===== src/rtl/count_uart_pkg.sv =====
// rtl/count_uart_pkg.sv - shared types and constants for the count UART transmitter
package count_uart_pkg;

  typedef enum logic [1:0] {IDLE, START, DATA, STOP} state_t;

  localparam int   FRAME_DATA_BITS = 8;
  localparam logic TX_IDLE_LEVEL   = 1'b1;

endpackage


===== src/rtl/uart_bit_timer.sv =====
// rtl/uart_bit_timer.sv - per-bit cycle timer, pulses bit_end_o on the last cycle of each bit
module uart_bit_timer #(
  parameter int unsigned CLKS_PER_BIT = 16
) (
  input  logic clk,
  input  logic rst_n,
  input  logic clear_i,
  output logic bit_end_o
);

  localparam int W = (CLKS_PER_BIT > 1) ? $clog2(CLKS_PER_BIT) : 1;
  localparam logic [W-1:0] LAST = W'(CLKS_PER_BIT - 1);

  logic [W-1:0] cnt_q, cnt_d;

  assign bit_end_o = (cnt_q == LAST);

  // Wrapping at the boundary keeps consecutive DATA bits aligned without a state change.
  always_comb begin
    cnt_d = cnt_q + W'(1);
    if (clear_i || bit_end_o) begin
      cnt_d = '0;
    end
  end

  always_ff @(posedge clk or negedge rst_n) begin
    if (!rst_n) begin
      cnt_q <= '0;
    end else begin
      cnt_q <= cnt_d;
    end
  end

endmodule


===== src/rtl/count_uart_tx.sv =====
// rtl/count_uart_tx.sv - 8N1 LSB-first UART transmitter for counter values, one byte per frame
module count_uart_tx
  import count_uart_pkg::*;
#(
  parameter int unsigned CLKS_PER_BIT = 16
) (
  input  logic       clk,
  input  logic       rst_n,
  input  logic [7:0] in_data,
  input  logic       in_valid,
  output logic       in_ready,
  output logic       tx,
  output logic       busy,
  output logic       done
);

  state_t     state_q, state_d;
  logic [7:0] shift_q, shift_d;
  logic [2:0] idx_q, idx_d;
  logic       tx_q, tx_d;
  logic       bit_end;
  logic       timer_clear;

  assign in_ready    = (state_q == IDLE);
  assign busy        = ~in_ready;
  assign tx          = tx_q;
  assign timer_clear = (state_d != state_q);

  uart_bit_timer #(
    .CLKS_PER_BIT(CLKS_PER_BIT)
  ) u_bit_timer (
    .clk      (clk),
    .rst_n    (rst_n),
    .clear_i  (timer_clear),
    .bit_end_o(bit_end)
  );

  always_comb begin
    state_d = state_q;
    shift_d = shift_q;
    idx_d   = idx_q;
    done    = 1'b0;
    unique case (state_q)
      IDLE: begin
        if (in_valid && in_ready) begin
          state_d = START;
          shift_d = in_data;
          idx_d   = '0;
        end
      end
      START: begin
        if (bit_end) begin
          state_d = DATA;
        end
      end
      DATA: begin
        if (bit_end) begin
          if (idx_q == 3'(FRAME_DATA_BITS - 1)) begin
            state_d = STOP;
          end else begin
            shift_d = shift_q >> 1;
            idx_d   = idx_q + 3'd1;
          end
        end
      end
      STOP: begin
        if (bit_end) begin
          state_d = IDLE;
          done    = 1'b1;
        end
      end
      default: state_d = IDLE;
    endcase
  end

  // The line level is derived from the next state so tx leaves a flop and changes on the edge.
  always_comb begin
    tx_d = TX_IDLE_LEVEL;
    unique case (state_d)
      START:   tx_d = ~TX_IDLE_LEVEL;
      DATA:    tx_d = shift_d[0];
      default: tx_d = TX_IDLE_LEVEL;
    endcase
  end

  always_ff @(posedge clk or negedge rst_n) begin
    if (!rst_n) begin
      state_q <= IDLE;
      shift_q <= '0;
      idx_q   <= '0;
      tx_q    <= TX_IDLE_LEVEL;
    end else begin
      state_q <= state_d;
      shift_q <= shift_d;
      idx_q   <= idx_d;
      tx_q    <= tx_d;
    end
  end

endmodule

===== config.mk =====
export PLATFORM = sky130hd
export DESIGN_NAME = count_uart_tx
export DESIGN_NICKNAME = d
export VERILOG_FILES = /design/src/rtl/count_uart_pkg.sv /design/src/rtl/uart_bit_timer.sv /design/src/rtl/count_uart_tx.sv
export SDC_FILE = /design/constraint.sdc
export NUM_CORES = 1
export LEC_CHECK = 0
export ABC_AREA = 1
export BUFFER_PORTS_ARGS = -buffer_cell sky130_fd_sc_hd__buf_2
export CAP_MARGIN = 20
export CORE_ASPECT_RATIO = 0.9
export CORE_MARGIN = 3
export CORE_UTILIZATION = 35
export CTS_CLUSTER_SIZE = 8
export DETAILED_ROUTE_END_ITERATION = 16
export SETUP_SLACK_MARGIN = 0.2
export SLEW_MARGIN = 10
export SYNTH_ARGS = -nofsm -noshare
export SYNTH_HDL_FRONTEND = slang
export SYNTH_HIERARCHICAL = 1
export SYNTH_SLANG_ARGS = --single-unit

===== constraint.sdc =====
create_clock -name clk -period 3.8 [get_ports clk]
set_input_delay 1.14 -clock clk [delete_from_list [all_inputs] [get_ports clk]]
set_output_delay 1.14 -clock clk [all_outputs]
set_load 0.02 [all_outputs]

---- After elaboration in Yosys (flattened, before gate mapping) ----
Cells that the tools add are included.
operators by class
  equal/unequal tests ..................... 11
  bitwise gates (word level) .............. 1
  add/sub/neg operators ................... 2
  reduce and logical (&&, ||, !) cells .... 5
  muxes and demuxes ....................... 18
operators by type and width
  operator             count
  $mux 8               3
  $pmux 8 s2           1
  $mux 2               5
  $mux 3               3
  $pmux 2 s4           1
  $eq 2x2->1 const B   3
  $pmux 3 s2           1
  $add 4x1->4 const B  1
  $eq 2x1->1 const B   2
  $eq 4x4->1 const B   1
  $mux 4               1
  $ne 2x1->1 const B   2
  $reduce_and 4->1     1
  $add 3x1->3 const B  1
  $eq 3x3->1 const B   1
  $logic_not 2->1      1
  $mux 1               2
  $ne 2x2->1           1
  $ne 2x2->1 const B   1
  $pmux 1 s2           1
  $reduce_bool 2->1    1
  $logic_and 1x1->1    1
  $logic_or 1x1->1     1
  $not 1->1            1
storage, ports and cells
  bits of input ports ..................... 11
  word-level logic and storage cells ...... 43
  register bits ........................... 18
  output and inout bits ................... 4

---- Depth between registers and ports, before layout ----
  depth in word-level cells ............... 7
  depth in mapped cells ................... 11
  gate-level depth less buffers ........... 10

---- Modules after synthesis ----
Netlist, hierarchy kept.
by module, submodules not included
  module          area each (sq um)  sequential area each (sq um)  times used  cells each
  count_uart_tx   714.4              351.6                         1           89
  uart_bit_timer  192.7              100.1                         1           19

---- Least setup slack after synthesis ----
Ideal clock, no wire load.
  path kind ............................... reg-to-output
  from .................................... reg u_bit_timer.cnt_q[0]
  to ...................................... out done
  arrival time ............................ 1.396 ns
  data required time ...................... 2.660 ns
  cell stages (with the launch flop) ...... 8
  path buffers ............................ 0
  path slack .............................. 1.264 ns
  cells stage by stage .................... dfrtp_1 -> ha_1 -> nand2_2 -> nor2_1 -> inv_2 -> nand3_1 -> nand3_1 -> nor2_1
between the ends
  longest elaborated chain between the ends .. 3
ends and longest elaborated chain
  element                 line                  source
  start, declared         uart_bit_timer.sv:14  logic [W-1:0] cnt_q, cnt_d;
  start signal, assigned  uart_bit_timer.sv:30  cnt_q <= cnt_d;
  $eq 4x4->1              uart_bit_timer.sv:16  assign bit_end_o = (cnt_q == LAST);
  named net bit_end       count_uart_tx.sv:21   logic bit_end;
  $mux 1                  count_uart_tx.sv:67   if (bit_end) begin
  $mux 1                  count_uart_tx.sv:43   unique case (state_q)
  end, declared           count_uart_tx.sv:14   output logic done
The timed path passes the listed nets, and every way through them passes these cells.

---- Worst setup path after layout ----
Ends and elaborated chain as after synthesis.

==> flow_metrics.env <==
export IMPL_result_of_the_run="finished clean"
export IMPL_cts_max_path_buffers=2
export IMPL_critical_path_max_stage_delay_ns=0.40
export IMPL_wire_length_of_the_first_global_routing_pass_um=3063
export IMPL_final_cells=152
export IMPL_initial_antenna_violation_count=0
export IMPL_worstPathMaxFanout=5
export IMPL_nFillCells=247
export IMPL_grt_setup_unrepaired="no"
export IMPL_leakage_uw=0.0005194
export IMPL_yosys_area_share_xor_xnor_pct=0
export IMPL_critical_path_startpoint_type="register"
export IMPL_clockPowerShare_pct=34.0
export IMPL_core_area_um2=2322
export IMPL_timing_critical_path_slowest_stage_cell="sky130_fd_sc_hd__dfrtp_1"
export IMPL_final_antenna_net_count=0
export IMPL_worst_hold_stages=2
export IMPL_grt_use_total_pct=13.07
export IMPL_comb_power_share_pct=2.8
export IMPL_net_switching_power_uw=67.08
export IMPL_final_common_cell="sky130_fd_sc_hd__nand2_1"
export IMPL_worst_skew_pair_late_latency_ns=0.30
export IMPL_syn_instance_count=108
export IMPL_timing_reg2reg_worst_path_depth=9
export IMPL_cts_tree="yes"
export IMPL_final_max_slew_viol_count=0
export IMPL_critical_path_class="reg2out"
export IMPL_floorplan_initialDensity_pct=39.06
export IMPL_clock_sinks=18
export IMPL_gp_congestion=0.8411
export IMPL_via_count=745
export IMPL_internal_power_uw=235.9
export IMPL_antenna_cells_inserted=0
export IMPL_hold_buffers=0
export IMPL_adder_cell_share_of_the_synthesized_area_pct=4.138
export IMPL_yosys_area_top_type="sky130_fd_sc_hd__dfrtp_1"
export IMPL_cts_buffers_inserted=3
export IMPL_switching_share_pct=22.14
export IMPL_synthesis_area_per_instance_um2=8.399
export IMPL_final_setup_viol_count=0
export IMPL_finish_net_count=140
export IMPL_floorplan_io_pins=15
export IMPL_layout_area_overhead_vs_synth_pct=13.10
export IMPL_cells_resized_by_post_cts_repair=0
export IMPL_finClkSkew_ns=0.003923
export IMPL_power_sequential_fraction_pct=63.2
export IMPL_synthesis_yosys_warnings=6
export IMPL_buffer_ports_inserted=14
export IMPL_first_iter_violations=12
export IMPL_synth_mux_area_share_pct=0
export IMPL_synth_net_count=122
export IMPL_grt_pass1_vias=694
export IMPL_setup_reg_to_reg_worst_slack_ns=1.86
export IMPL_rows=16
export IMPL_post_cts_buffers=0
export IMPL_final_period_utilization_pct=77.44
export IMPL_synth_simple_gate_area_share_pct=36.41
export IMPL_grt_busiest_layer="met2"
export IMPL_fin_util_pct=44.18
export IMPL_slew_headroom_pct=73.10
export IMPL_grt_ovfl_total=0
export IMPL_fp_dieW_um=59.67
export IMPL_route_detailed_vias_per_inst=4.901
export IMPL_power_density_normalized_to_cell_area_nw_per_um2=295.3
export IMPL_dpl_cell_count=148
export IMPL_grt_util_met1_pct=17.42
export IMPL_hold_slack_ns=0.4860
export IMPL_clock_root_buffer="sky130_fd_sc_hd__clkbuf_4"
export IMPL_synth_compound_gate_area_share_pct=4.690
export IMPL_most_common_layout_cells="sky130_fd_sc_hd__nand2_1, sky130_fd_sc_hd__dfrtp_1, sky130_fd_sc_hd__nand3_1"
export IMPL_yosys_register_bits=18
export IMPL_routedWlPerCell_um=11.16
export IMPL_cp_cell_sequence="ha_1 -> nand2_2 -> nor2_1 -> inv_2 -> nand3_1 -> nand3_1 -> nor2_1 -> buf_2"
export IMPL_detailed_route_drc_error_count=0
export IMPL_maximum_number_of_pins_on_one_net_before_global_route_repair=19
export IMPL_fmaxAchievable_ghz=0.3398
export IMPL_hold_path_class="reg2reg"
export IMPL_irDropWorstVdd_uv=210.3
export IMPL_required_ns=2.66
export IMPL_max_cap_violations=0
export IMPL_finalWirelength_um=1696
export IMPL_met2_use_gr_pct=19.42
export IMPL_critPathCaptureType="primary output"
export IMPL_final_setup_tns_ns=0
export IMPL_final_layout_size_suffix_gt1_share_pct=27.20
export IMPL_post_synth_instance_area_um2=907.1
export IMPL_post_layout_minimum_cycle_time_ns=2.943
export IMPL_arrival_time_reported_for_the_critical_path_endpoint_ns=1.80
export IMPL_die_area_um2=3240
export IMPL_fraction_of_met3_tracks_used_by_global_routing_pct=4.953
export IMPL_worst_margin_pin_slew_ns=0.4035
export IMPL_clkSlewWorstSetupHoldPaths_ns=0.10
export IMPL_die_height_um=54.30
export IMPL_detailedPlacementHpwl_um=1261
export IMPL_main_combinational_cell_family_by_area_after_synthesis="simple AND/OR/NAND/NOR gates"
export IMPL_synth_seq_area_share_pct=49.79
export IMPL_synth_area_leaders="sky130_fd_sc_hd__dfrtp_1, sky130_fd_sc_hd__nand2_1, sky130_fd_sc_hd__nand3_1"
export IMPL_synth_cell_types=21
export IMPL_synth_top_cell_area_share_pct=46.90
export IMPL_final_hold_violation_count=0
export IMPL_drt_first_pass_iters=4
export IMPL_ctsHtreeMaxLevel=1
-- registers in the layout, summed over array words and instances (netlist names) --
name               cells
shift_q                8
idx_q                  3
tx                     1
state_q                2
u_bit_timer/cnt_q      4
-- logic make-up after synthesis --
logic type	Yosys count
AND/OR/NAND/NOR	73
flip-flops	18
buffers and inverters	9
AO/OA/AOI/OAI	5
adder cells (fa/ha/maj)	3
-- area by class of cell --
class                   count  area, µm²  share of cell area [%]
clock buffers               4      26.28                   2.561
inverters                   8      33.78                   3.293
multi-input cells          81      410.4                   40.00
flip-flops and latches     18      451.7                   44.02
well taps                  27      33.78                   3.293
repair buffers             14      70.07                   6.829
-- metrics by stage --
stage | cell area, µm² | total power, µW | setup slack, ns
5_1_grt | 1026 | 321.8 | 0.6734
3_5_place_dp | 999.7 | 204.1 | 1.176
6_report | 1026 | 303.0 | 0.8571
3_3_place_gp | 999.7 | 204.1 | 1.259
2_1_floorplan | 907.1 | 195.2 | 1.264
4_1_cts | 1026 | 309.4 | 0.8271
-- metal layers --
| metal | vias up | wire length, µm |
|---|---|---|
| li1 | 385 | - |
| met1 | 340 | 839 |
| met2 | 18 | 728 |
| met3 | 2 | 110 |
| met4 | 0 | 18 |
| met5 | - | 0 |
-- synth_stat cells (all sizes together) --
master / count
nand2: 40
dfrtp: 17
nand3: 16
nor2: 14
inv: 7
ha: 3
o21ai: 3
nand4: 2
a21oi: 1
buf: 1
clkinv: 1
dfstp: 1
nor3b: 1
o21bai: 1
-- power groups by stage --
stage	combinational, µW	clock, µW	sequential (µW)
4_1_cts	8.93	109	192
3_3_place_gp	8.95	0	195
6_report	8.50	103	191
3_5_place_dp	8.91	0	195
5_1_grt	10.0	120	192
2_1_floorplan	0.000519	0	195
-- worst max-delay path: cells and delay by family, from the launching register on --
family / cells / cell delay [ns]
AND/OR/NAND/NOR: 5 / 0.67
buffers and inverters: 2 / 0.25
flip-flops: 1 / 0.40
adder cells (fa/ha/maj): 1 / 0.19
-- worst paths after layout --
kind,start,endpoint
worst max-delay path,u_bit_timer/cnt_q[0]$_DFF_PN0_,done
worst min-delay path,shift_q[7]$_DFFE_PN0P_,shift_q[7]$_DFFE_PN0P_
worst max register to register,u_bit_timer/cnt_q[0]$_DFF_PN0_,u_bit_timer/cnt_q[0]$_DFF_PN0_
worst min register to register,shift_q[7]$_DFFE_PN0P_,shift_q[7]$_DFFE_PN0P_
max in group asynchronous,rst_n,tx$_DFF_PN1_
min in group asynchronous,rst_n,idx_q[2]$_DFFE_PN0P_
Note: power is estimated with default switching activity, not from simulation.
